[src/rtl/pic_pkg.sv]
// rtl/pic_pkg.sv - shared picture-pipeline constants, RGB565 colors and write-arbiter state type
package pic_pkg;

    localparam int IMAGE_H    = 98;
    localparam int IMAGE_W    = 98;
    localparam int IMAGE_SIZE = IMAGE_H * IMAGE_W;
    localparam int ADDR_W     = 14;
    localparam int DATA_W     = 16;

    localparam logic [15:0] RGB565_BLACK = 16'h0000;
    localparam logic [15:0] RGB565_WHITE = 16'hFFFF;
    localparam logic [15:0] RGB565_RED   = 16'hF800;
    localparam logic [15:0] RGB565_GREEN = 16'h07E0;
    localparam logic [15:0] RGB565_BLUE  = 16'h001F;

    typedef enum logic [2:0] {
        IDLE,
        GRANT0,
        GRANT1,
        COMMIT,
        ABORT
    } arb_state_t;

endpackage

[src/rtl/beat_watchdog.sv]
// rtl/beat_watchdog.sv - reloadable down-counter flagging TIMEOUT enabled cycles without a reload
module beat_watchdog #(
    parameter int               WIDTH   = 24,
    parameter logic [WIDTH-1:0] TIMEOUT = WIDTH'(5_000_000)
) (
    input  logic sys_clk,
    input  logic sys_rst_n,
    input  logic i_en,
    input  logic i_reload,
    output logic o_expired
);

    localparam logic [WIDTH-1:0] LOAD = TIMEOUT - WIDTH'(1);

    logic [WIDTH-1:0] r_cnt;

    // Held at LOAD while disabled, so the first enabled cycle already counts.
    always_ff @(posedge sys_clk or negedge sys_rst_n) begin
        if (!sys_rst_n) begin
            r_cnt <= LOAD;
        end else if (!i_en || i_reload) begin
            r_cnt <= LOAD;
        end else if (r_cnt != '0) begin
            r_cnt <= r_cnt - WIDTH'(1);
        end
    end

    assign o_expired = i_en && !i_reload && (r_cnt == '0);

endmodule

[src/rtl/pic_wr_arb.sv]
// rtl/pic_wr_arb.sv - frame-level arbiter and write controller for the ping-pong picture RAM
module pic_wr_arb
    import pic_pkg::*;
#(
    parameter int          IMAGE_SIZE = pic_pkg::IMAGE_SIZE,
    parameter int          ADDR_W     = pic_pkg::ADDR_W,
    parameter int          DATA_W     = pic_pkg::DATA_W,
    parameter logic [23:0] TIMEOUT    = 24'd5_000_000
) (
    input  logic              sys_clk,
    input  logic              sys_rst_n,
    input  logic              i_s0_req,
    input  logic              i_s0_valid,
    input  logic [DATA_W-1:0] i_s0_data,
    output logic              o_s0_ready,
    input  logic              i_s1_req,
    input  logic              i_s1_valid,
    input  logic [DATA_W-1:0] i_s1_data,
    output logic              o_s1_ready,
    output logic              o_s0_grant,
    output logic              o_s1_grant,
    output logic              o_ram_wren,
    output logic              o_ram_wr_bank,
    output logic [ADDR_W-1:0] o_ram_wraddr,
    output logic [DATA_W-1:0] o_ram_data,
    output logic              o_disp_bank,
    output logic              o_frame_done,
    output logic              o_frame_abort,
    output logic              o_frame_src
);

    localparam logic [ADDR_W-1:0] LAST_ADDR = ADDR_W'(IMAGE_SIZE - 1);

    arb_state_t        r_state;
    arb_state_t        w_next_state;
    logic              r_last_src;
    logic              r_disp_bank;
    logic              r_frame_done;
    logic              r_frame_abort;
    logic              r_frame_src;
    logic              r_ram_wren;
    logic [ADDR_W-1:0] r_wr_cnt;
    logic [ADDR_W-1:0] r_ram_wraddr;
    logic [DATA_W-1:0] r_ram_data;
    logic              w_s0_ready;
    logic              w_s1_ready;
    logic              w_wd_en;
    logic              w_beat;
    logic              w_last;
    logic              w_expired;
    logic [DATA_W-1:0] w_beat_data;

    always_ff @(posedge sys_clk or negedge sys_rst_n) begin
        if (!sys_rst_n) begin
            r_state <= IDLE;
        end else begin
            r_state <= w_next_state;
        end
    end

    // A completing beat wins over a same-cycle req drop or watchdog expiry.
    always_comb begin
        w_next_state = r_state;
        case (r_state)
            IDLE: begin
                if (i_s0_req && i_s1_req) begin
                    w_next_state = r_last_src ? GRANT0 : GRANT1;
                end else if (i_s0_req) begin
                    w_next_state = GRANT0;
                end else if (i_s1_req) begin
                    w_next_state = GRANT1;
                end
            end
            GRANT0: begin
                if (w_beat && w_last) begin
                    w_next_state = COMMIT;
                end else if (!i_s0_req || w_expired) begin
                    w_next_state = ABORT;
                end
            end
            GRANT1: begin
                if (w_beat && w_last) begin
                    w_next_state = COMMIT;
                end else if (!i_s1_req || w_expired) begin
                    w_next_state = ABORT;
                end
            end
            COMMIT:  w_next_state = IDLE;
            ABORT:   w_next_state = IDLE;
            default: w_next_state = IDLE;
        endcase
    end

    always_comb begin
        w_s0_ready = 1'b0;
        w_s1_ready = 1'b0;
        case (r_state)
            GRANT0:  w_s0_ready = 1'b1;
            GRANT1:  w_s1_ready = 1'b1;
            default: ;
        endcase
        w_wd_en = w_s0_ready | w_s1_ready;
    end

    assign w_beat      = (w_s0_ready & i_s0_valid) | (w_s1_ready & i_s1_valid);
    assign w_beat_data = w_s1_ready ? i_s1_data : i_s0_data;
    assign w_last      = (r_wr_cnt == LAST_ADDR);

    beat_watchdog #(
        .WIDTH   (24),
        .TIMEOUT (TIMEOUT)
    ) u_watchdog (
        .sys_clk   (sys_clk),
        .sys_rst_n (sys_rst_n),
        .i_en      (w_wd_en),
        .i_reload  (w_beat),
        .o_expired (w_expired)
    );

    always_ff @(posedge sys_clk or negedge sys_rst_n) begin
        if (!sys_rst_n) begin
            r_last_src    <= 1'b1;
            r_disp_bank   <= 1'b0;
            r_frame_done  <= 1'b0;
            r_frame_abort <= 1'b0;
            r_frame_src   <= 1'b0;
            r_ram_wren    <= 1'b0;
            r_wr_cnt      <= '0;
            r_ram_wraddr  <= '0;
            r_ram_data    <= '0;
        end else begin
            r_ram_wren    <= w_beat;
            r_frame_done  <= (r_state == COMMIT);
            r_frame_abort <= (r_state == ABORT);
            if (w_beat) begin
                r_ram_wraddr <= r_wr_cnt;
                r_ram_data   <= w_beat_data;
            end
            // Every grant is entered from IDLE, so clearing here restarts each frame at 0.
            if (r_state == IDLE) begin
                r_wr_cnt <= '0;
            end else if (w_beat && !w_last) begin
                r_wr_cnt <= r_wr_cnt + 1'b1;
            end
            if (r_state == IDLE && w_next_state == GRANT0) begin
                r_last_src <= 1'b0;
            end else if (r_state == IDLE && w_next_state == GRANT1) begin
                r_last_src <= 1'b1;
            end
            if (r_state == COMMIT) begin
                r_disp_bank <= ~r_disp_bank;
                r_frame_src <= r_last_src;
            end
        end
    end

    assign o_s0_ready    = w_s0_ready;
    assign o_s1_ready    = w_s1_ready;
    assign o_s0_grant    = w_s0_ready;
    assign o_s1_grant    = w_s1_ready;
    assign o_ram_wren    = r_ram_wren;
    assign o_ram_wr_bank = ~r_disp_bank;
    assign o_ram_wraddr  = r_ram_wraddr;
    assign o_ram_data    = r_ram_data;
    assign o_disp_bank   = r_disp_bank;
    assign o_frame_done  = r_frame_done;
    assign o_frame_abort = r_frame_abort;
    assign o_frame_src   = r_frame_src;

endmodule

[config.mk]
export PLATFORM = sky130hd
export DESIGN_NAME = pic_wr_arb
export DESIGN_NICKNAME = d
export VERILOG_FILES = /design/src/rtl/pic_pkg.sv /design/src/rtl/beat_watchdog.sv /design/src/rtl/pic_wr_arb.sv
export SDC_FILE = /design/constraint.sdc
export NUM_CORES = 1
export LEC_CHECK = 0
export ABC_AREA = 1
export ABC_CLOCK_PERIOD_IN_PS = 2400
export BUFFER_PORTS_ARGS = -buffer_cell sky130_fd_sc_hd__buf_2
export CORE_ASPECT_RATIO = 0.6
export CORE_MARGIN = 3
export CORE_UTILIZATION = 56
export DETAILED_ROUTE_END_ITERATION = 8
export GPL_TIMING_DRIVEN = 0
export PLACE_DENSITY = 0.8
export SYNTH_ARGS = -nofsm -noshare
export SYNTH_HDL_FRONTEND = slang
export SYNTH_HIERARCHICAL = 1
export SYNTH_SLANG_ARGS = --single-unit
export TNS_END_PERCENT = 30
[constraint.sdc]
create_clock -name sys_clk -period 2.4 [get_ports sys_clk]
set_input_delay 0.48 -clock sys_clk [delete_from_list [all_inputs] [get_ports sys_clk]]
set_output_delay 0.48 -clock sys_clk [all_outputs]
set_load 0.01 [all_outputs]
==> impl_metrics.ini, run 1 <==
[grt]
grtUsageTotal_pct = 27.8
grt_overflow = 0
grt_pass1_wl_mm = 19.2
grt_pass1_vias = 3867
grt_max_degree = 62
grt_antenna_before_repair = 0

[yosys]
async_reset_ff_share_pct = 100
synthTopCellsByArea = dfrtp_1 36%, nand2_1 13%, dfstp_2 8.4%
avgSynthCellArea_um2 = 7.64
ys_top_cells_by_count = 156 x nand2_1, 79 x nor2_1, 63 x dfrtp_1, 52 x nand3_1, 49 x inv_1
ys_ff_latch = 77
synth_area_um2 = 4380
yosysMostFrequentCell = nand2_1
yosysSeqAreaShare_pct = 44.4
synth_compound_area_share_pct = 7.14
synth_edf_count = 0
dominantRegCellSynth = dfrtp_1
synthesis.nets = 614
yosys_warnings = 6
ys_types = 39
synth_top_family_by_area = simple AND/OR/NAND/NOR gates
synth_cells = 573
muxShareOfSynthArea_pct = 0
synthSimpleGateAreaFrac_pct = 38.3
synth_top_area_share_pct = 36.0
synthAdderAreaFrac_pct = 0.857
synth-xor-area-share_pct = 1.80
yosysTopAreaCell = dfrtp_1

[setup_path]
crit_chain = inv_2 -> nor3_4 -> nand2_2 -> nand2_4 -> buf_2 -> nor2_4 -> buf_4 -> nand4_4 -> clkinv_2 -> buf_12 -> nor2_2
cpPeakStageDelay_ns = 0.47
crit_path_end_kind = flip-flop
critPathBufInv = 5
crit_fanout = 11
critPathArrivalTime_ns = 2.45
worstPathRequired_ns = 2.67
cp-start-kind = flip-flop
critical_path_class = flip-flop to flip-flop
crit_path_top_delay_cell = dfrtp_1
crit_family = buffers and inverters

[timing]
fin_ws_ns = 0.223
finalSetupTns_ns = 0
rsz0062_at_grt = no
setup_viol = 0
worst-slew-pin-transition_ns = 0.523
period_minus_slack_ns = 2.18
slew-limit-headroom_pct = 64.8
fin_crit_sh_pct = 90.7
final.setup_skew_ns = 0.00503
hold_violations = 0
maxSlewViolCount = 0
max_freq_ghz = 0.459

[cts]
hold_buffers = 0
clk_pin_slew_ns = 0.06
cts_tree = done
cts_max_level = 3
clock_latency_ns = 0.34
cts_buffer_depth = 2
cts_sinks = 77
cts_inserted_buffers = 9
cts_root_buf = clkbuf_16

[floorplan]
start_util_pct = 59.0
ios = 78
fp.dieArea_um2 = 8950
core_area_um2 = 7420
die_h_um = 74.5
num_rows = 24
chipWidth_um = 120

[pwr]
p_leak_nw = 2.59
clkPwrFrac_pct = 27.4
p_per_area_nw_per_um2 = 928
ir_worst_vdd_mv = 0.430
switching_share_pct = 38.3
power_frac_seq_pct = 35.4
p_sw_mw = 1.86
p_int_mw = 3.00
combPwrFrac_pct = 37.2

[cells_and_area]
fill_cells = 629
area_delta_synth_final_pct = 19.6
design_area_um2 = 5240
drive_gt1_share_pct = 26.1
fin_cells = 771
n_antenna_cell = 0
nets = 704

[placement]
place.gp.congestion = 0.931
io_buffers = 77
dp_hpwl_mm = 8.80
dp_slack_ns = -0.354
postPlaceCellArea_um2 = 4920
dp_cells = 755

[route]
via_count = 4260
drt_pass1_iterations = 5
drt-total-wl_mm = 11.8
wire_per_inst_um = 15.3
viasPerCell = 5.53
ant_nets = 0
drtIter0Drc = 347
drc_errors = 0

[min_path]
hp-class = input pin to asynchronous set/reset pin

[job]
drv_cap = 0

[run_status]
status = finished clean
## power groups by stage
stage          registers (mW)  logic [mW]  clock network (mW)
6_report                 1.72        1.81                1.33
5_1_grt                  1.75        1.99                1.41
4_1_cts                  1.72        1.77                1.35
3_5_place_dp             1.74        1.74                   0
3_3_place_gp             1.73        1.67                   0
2_1_floorplan            1.81        1.02                   0
## what timing repair did
action,CTS,global route
setup buffers,1,1
pin swaps,0,1
setup endpoints to repair,19,13
gates cloned,0,0
resized for setup,3,4
endpoints found under the hold margin,0,0
## layout by cell type, fill, tap and decap left out, types with 2 or more instances in the layout
cell type,n
nand4_1,12
ha_1,3
nand2_2,6
inv_1,48
o21ai_2,2
buf_2,79
o21ai_1,13
xor2_1,8
a21oi_1,12
nand2_1,156
dfrtp_1,62
nor3_1,10
inv_2,5
nand3_1,52
a31oi_1,16
nand3_2,2
nand2_4,4
buf_4,8
clkbuf_16,9
nor2_1,79
nor3_4,2
clkbuf_1,6
nor2_4,6
or2_2,2
buf_6,2
nand3b_1,2
dfstp_2,14
clkinv_2,2
a21o_1,4
o21ai_0,5
nor2_2,20
## flip-flops by register name, summed over array words and instances (netlist names)
name	count
u_watchdog/r_cnt	24
o_ram_data	16
o_ram_wraddr	14
r_wr_cnt	14
r_state	3
o_disp_bank	1
o_frame_abort	1
o_frame_done	1
o_frame_src	1
o_ram_wren	1
r_last_src	1
## final cells by class
type / instances / area (um2) / share of cell area, %
multi-input combinational: 423 / 2110 / 40.3
inverter: 55 / 211 / 4.04
tap: 104 / 130 / 2.49
timing repair buffer: 80 / 430 / 8.22
buffer: 17 / 123 / 2.34
clock buffer: 13 / 250 / 4.78
sequential: 77 / 1950 / 37.2
clock inverter: 2 / 35.0 / 0.669
## path summary, 6_finish.rpt
check / from / slack [ns] / depth (start not counted) / to
setup / recovery: r_state[0] / 0.22 / 11 / u_watchdog/r_cnt[21]
hold / removal: sys_rst_n / 0.02 / 1 / u_watchdog/r_cnt[12]
setup reg to reg: r_state[0] / 0.22 / 11 / u_watchdog/r_cnt[21]
hold reg to reg: o_ram_wraddr[7] / 0.47 / 2 / o_ram_wraddr[7]
max in group asynchronous: sys_rst_n / 1.77 / 2 / u_watchdog/r_cnt[3]
min in group sys_clk: i_s0_data[6] / 0.40 / 3 / o_ram_data[6]
## worst reg2reg max path, stage by stage (launching register included)
cell and delay (ns):
dfrtp_1 0.47, inv_2 0.10, nor3_4 0.26, nand2_2 0.11
nand2_4 0.13, buf_2 0.30, nor2_4 0.07, buf_4 0.17
nand4_4 0.12, clkinv_2 0.11, buf_12 0.16, nor2_2 0.11
## kinds of logic (layout without fill, tap and decap cells)
family	Yosys count	after routing
and+or+nand+nor	357	357
xor gates and xnor gates	9	9
DFF	77	77
AOI/OAI and AO/OA	54	54
adders and majority gates	3	3
buffers and inverters	73	167
## routing by layer
metal | track usage (%) | share of wire (%)
met5 | 0 | 0
met1 | 40.4 | 48
met3 | 9.35 | 10
met4 | 6.47 | 1.0
met2 | 40.4 | 41
## metrics by stage
stage          hold slack [ns]  power [mW]  util, %
2_1_floorplan            0.184        2.83        -
3_3_place_gp             0.451        3.40     66.0
3_5_place_dp             0.381        3.47     66.4
4_1_cts                 0.0205        4.83     70.4
5_1_grt                 0.0234        5.16     70.6
6_report                0.0162        4.86     70.6
(Power assumes the default switching activity.)
==> run 2: changes to the inputs <==
- CAP_MARGIN: not set -> 20
- PLACE_DENSITY: 0.8 -> 0.79
==> run 2 against run 1 <==
  * Fmax fell by 5.7%
  * First-iteration DRC count grew 22%
  * Sequential share of layout area fell by 0.47 points
  * Clock power up 9%
  * Combinational power is 4% higher
  * Core utilization increased by 0.86 points
  * Clock skew up 0.00072 ns
  * Hold slack better by 0.38 ns
  * Cell count rose by 0.52%
  * Largest power group unchanged
  * Highest routed layer unchanged
==> impl_metrics.ini, run 2 (same netlist as run 1, synthesis figures left out) <==
[run_status]
status = finished clean

[setup_path]
cp-start-kind = flip-flop
crit_fanout = 11
crit_path_top_delay_cell = dfrtp_1
critPathArrivalTime_ns = 2.54
cpPeakStageDelay_ns = 0.47
critical_path_class = flip-flop to flip-flop
worstPathRequired_ns = 2.63
crit_path_end_kind = flip-flop
startpoint = r_state[1]
crit_chain = inv_2 -> nor3_4 -> clkbuf_4 -> or2_2 -> inv_1 -> nor2_4 -> clkinvlp_4 -> nor2_2 -> nor2_1 -> a21oi_1 -> nand2_1
r2r-start = r_state[1]

[timing]
fin_crit_sh_pct = 96.2
worst-slew-pin-transition_ns = 0.573
max_freq_ghz = 0.433
period_minus_slack_ns = 2.31
finalSetupTns_ns = 0
hold_violations = 0
setup_viol = 0
final.setup_skew_ns = 0.00575
maxSlewViolCount = 0
whs_ns = 0.398
rsz0062_at_grt = yes
slew-limit-headroom_pct = 61.8

[cells_and_area]
layout_commonest_cell = nand2_1
fin_util_pct = 71.4
n_antenna_cell = 0
nets = 708
largest_register_ffs = 24
area_delta_synth_final_pct = 21.0
drive_gt1_share_pct = 26.7
top_register = u_watchdog/r_cnt
most-common-layout-cells = 156 x nand2_1, 79 x buf_2, 78 x nor2_1, 63 x dfrtp_1, 52 x nand3_1

[floorplan]
die_h_um = 74.5
ios = 78
core_area_um2 = 7420
num_rows = 24
fp.dieArea_um2 = 8950
chipWidth_um = 120
start_util_pct = 59.0

[grt]
grt_pass1_vias = 3875
grt_max_degree = 65
grtUsageTotal_pct = 28.7
grt_overflow = 0
grt_pass1_wl_mm = 19.7
grt_antenna_before_repair = 0

[route]
drt_pass1_iterations = 6
drt-total-wl_mm = 12.2
via_count = 4276
viasPerCell = 5.52
drc_errors = 0
drtIter0Drc = 423
wire_per_inst_um = 15.8
ant_nets = 0

[placement]
place.gp.congestion = 0.960
io_buffers = 77
dp_hpwl_mm = 8.95

[cts]
cts_inserted_buffers = 9
cts_tree = done
cts_max_level = 3
clock_latency_ns = 0.34
clk_pin_slew_ns = 0.06
cts_sinks = 77
cts_buffer_depth = 2
cts_root_buf = clkbuf_16

[pwr]
ir_worst_vdd_mv = 0.437
finalPower_mw = 5.06
p_per_area_nw_per_um2 = 954
p_leak_nw = 2.62

[job]
drv_cap = 0

[min_path]
hp-start = i_s1_data[7]
hp-class = input pin to flip-flop
[run 2: timing repair]
action,CTS,global route
endpoints found under the hold margin,13,0
hold buffers,1,0
buffers inserted,0,5
setup endpoints to repair,16,4
gates resized for setup,2,6
[run 2: cell type report]
type	count	area [um2]
Inverter	55	211
Fill cell	583	2120
Sequential cell	77	1940
Tap cell	104	130
Clock buffer	11	243
Buffer	17	123
Multi-Input combinational cell	423	2110
Clock inverter	4	72.6
Timing Repair Buffer	84	463
[run 2: power breakdown]
| part | internal [mW] | switching (mW) |
|---|---|---|
| clock | 0.931 | 0.523 |
| combinational | 0.656 | 1.23 |
| sequential | 1.56 | 0.164 |
| total | 3.14 | 1.91 |
[run 2: worst paths after layout]
kind                                             to  slack, ns  cells after the start
worst max register to register           r_state[1]       0.09                     11
worst min-delay path                  o_ram_data[7]       0.40                      3
worst max-delay path                     r_state[1]       0.09                     11
max in group asynchronous       u_watchdog/r_cnt[1]       1.24                      3
min in group asynchronous           o_ram_wraddr[0]       0.53                      2
worst min register to register      o_ram_wraddr[3]       0.49                      2
[run 2: per-layer routing]
metal	wire [um]	up-vias	track usage, %
met1	5590	1982	42.2
met5	0	-	0
met4	232	0	8.63
met2	5160	230	42.7
met3	1240	30	6.61
li1	-	2034	-
[run 2: per-stage QoR]
| stage | cell area, um2 | std cells | setup slack [ns] |
|---|---|---|---|
| finish | 5300 | 775 | 0.0909 |
| global route | 5300 | 775 | -0.0345 |
| CTS | 5250 | 770 | 0.0124 |
| detailed placement | 4920 | 755 | -0.339 |
| global placement | 4890 | 754 | -0.280 |
| floorplan | 4380 | 573 | 0.137 |
[run 2: worst max-delay path: cells and delay by family (launching register included)]
kind / cells / cell delay, ns
compound gates: 1 / 0.14
buf+inv: 4 / 0.65
flops: 1 / 0.47
simple gates: 6 / 0.93
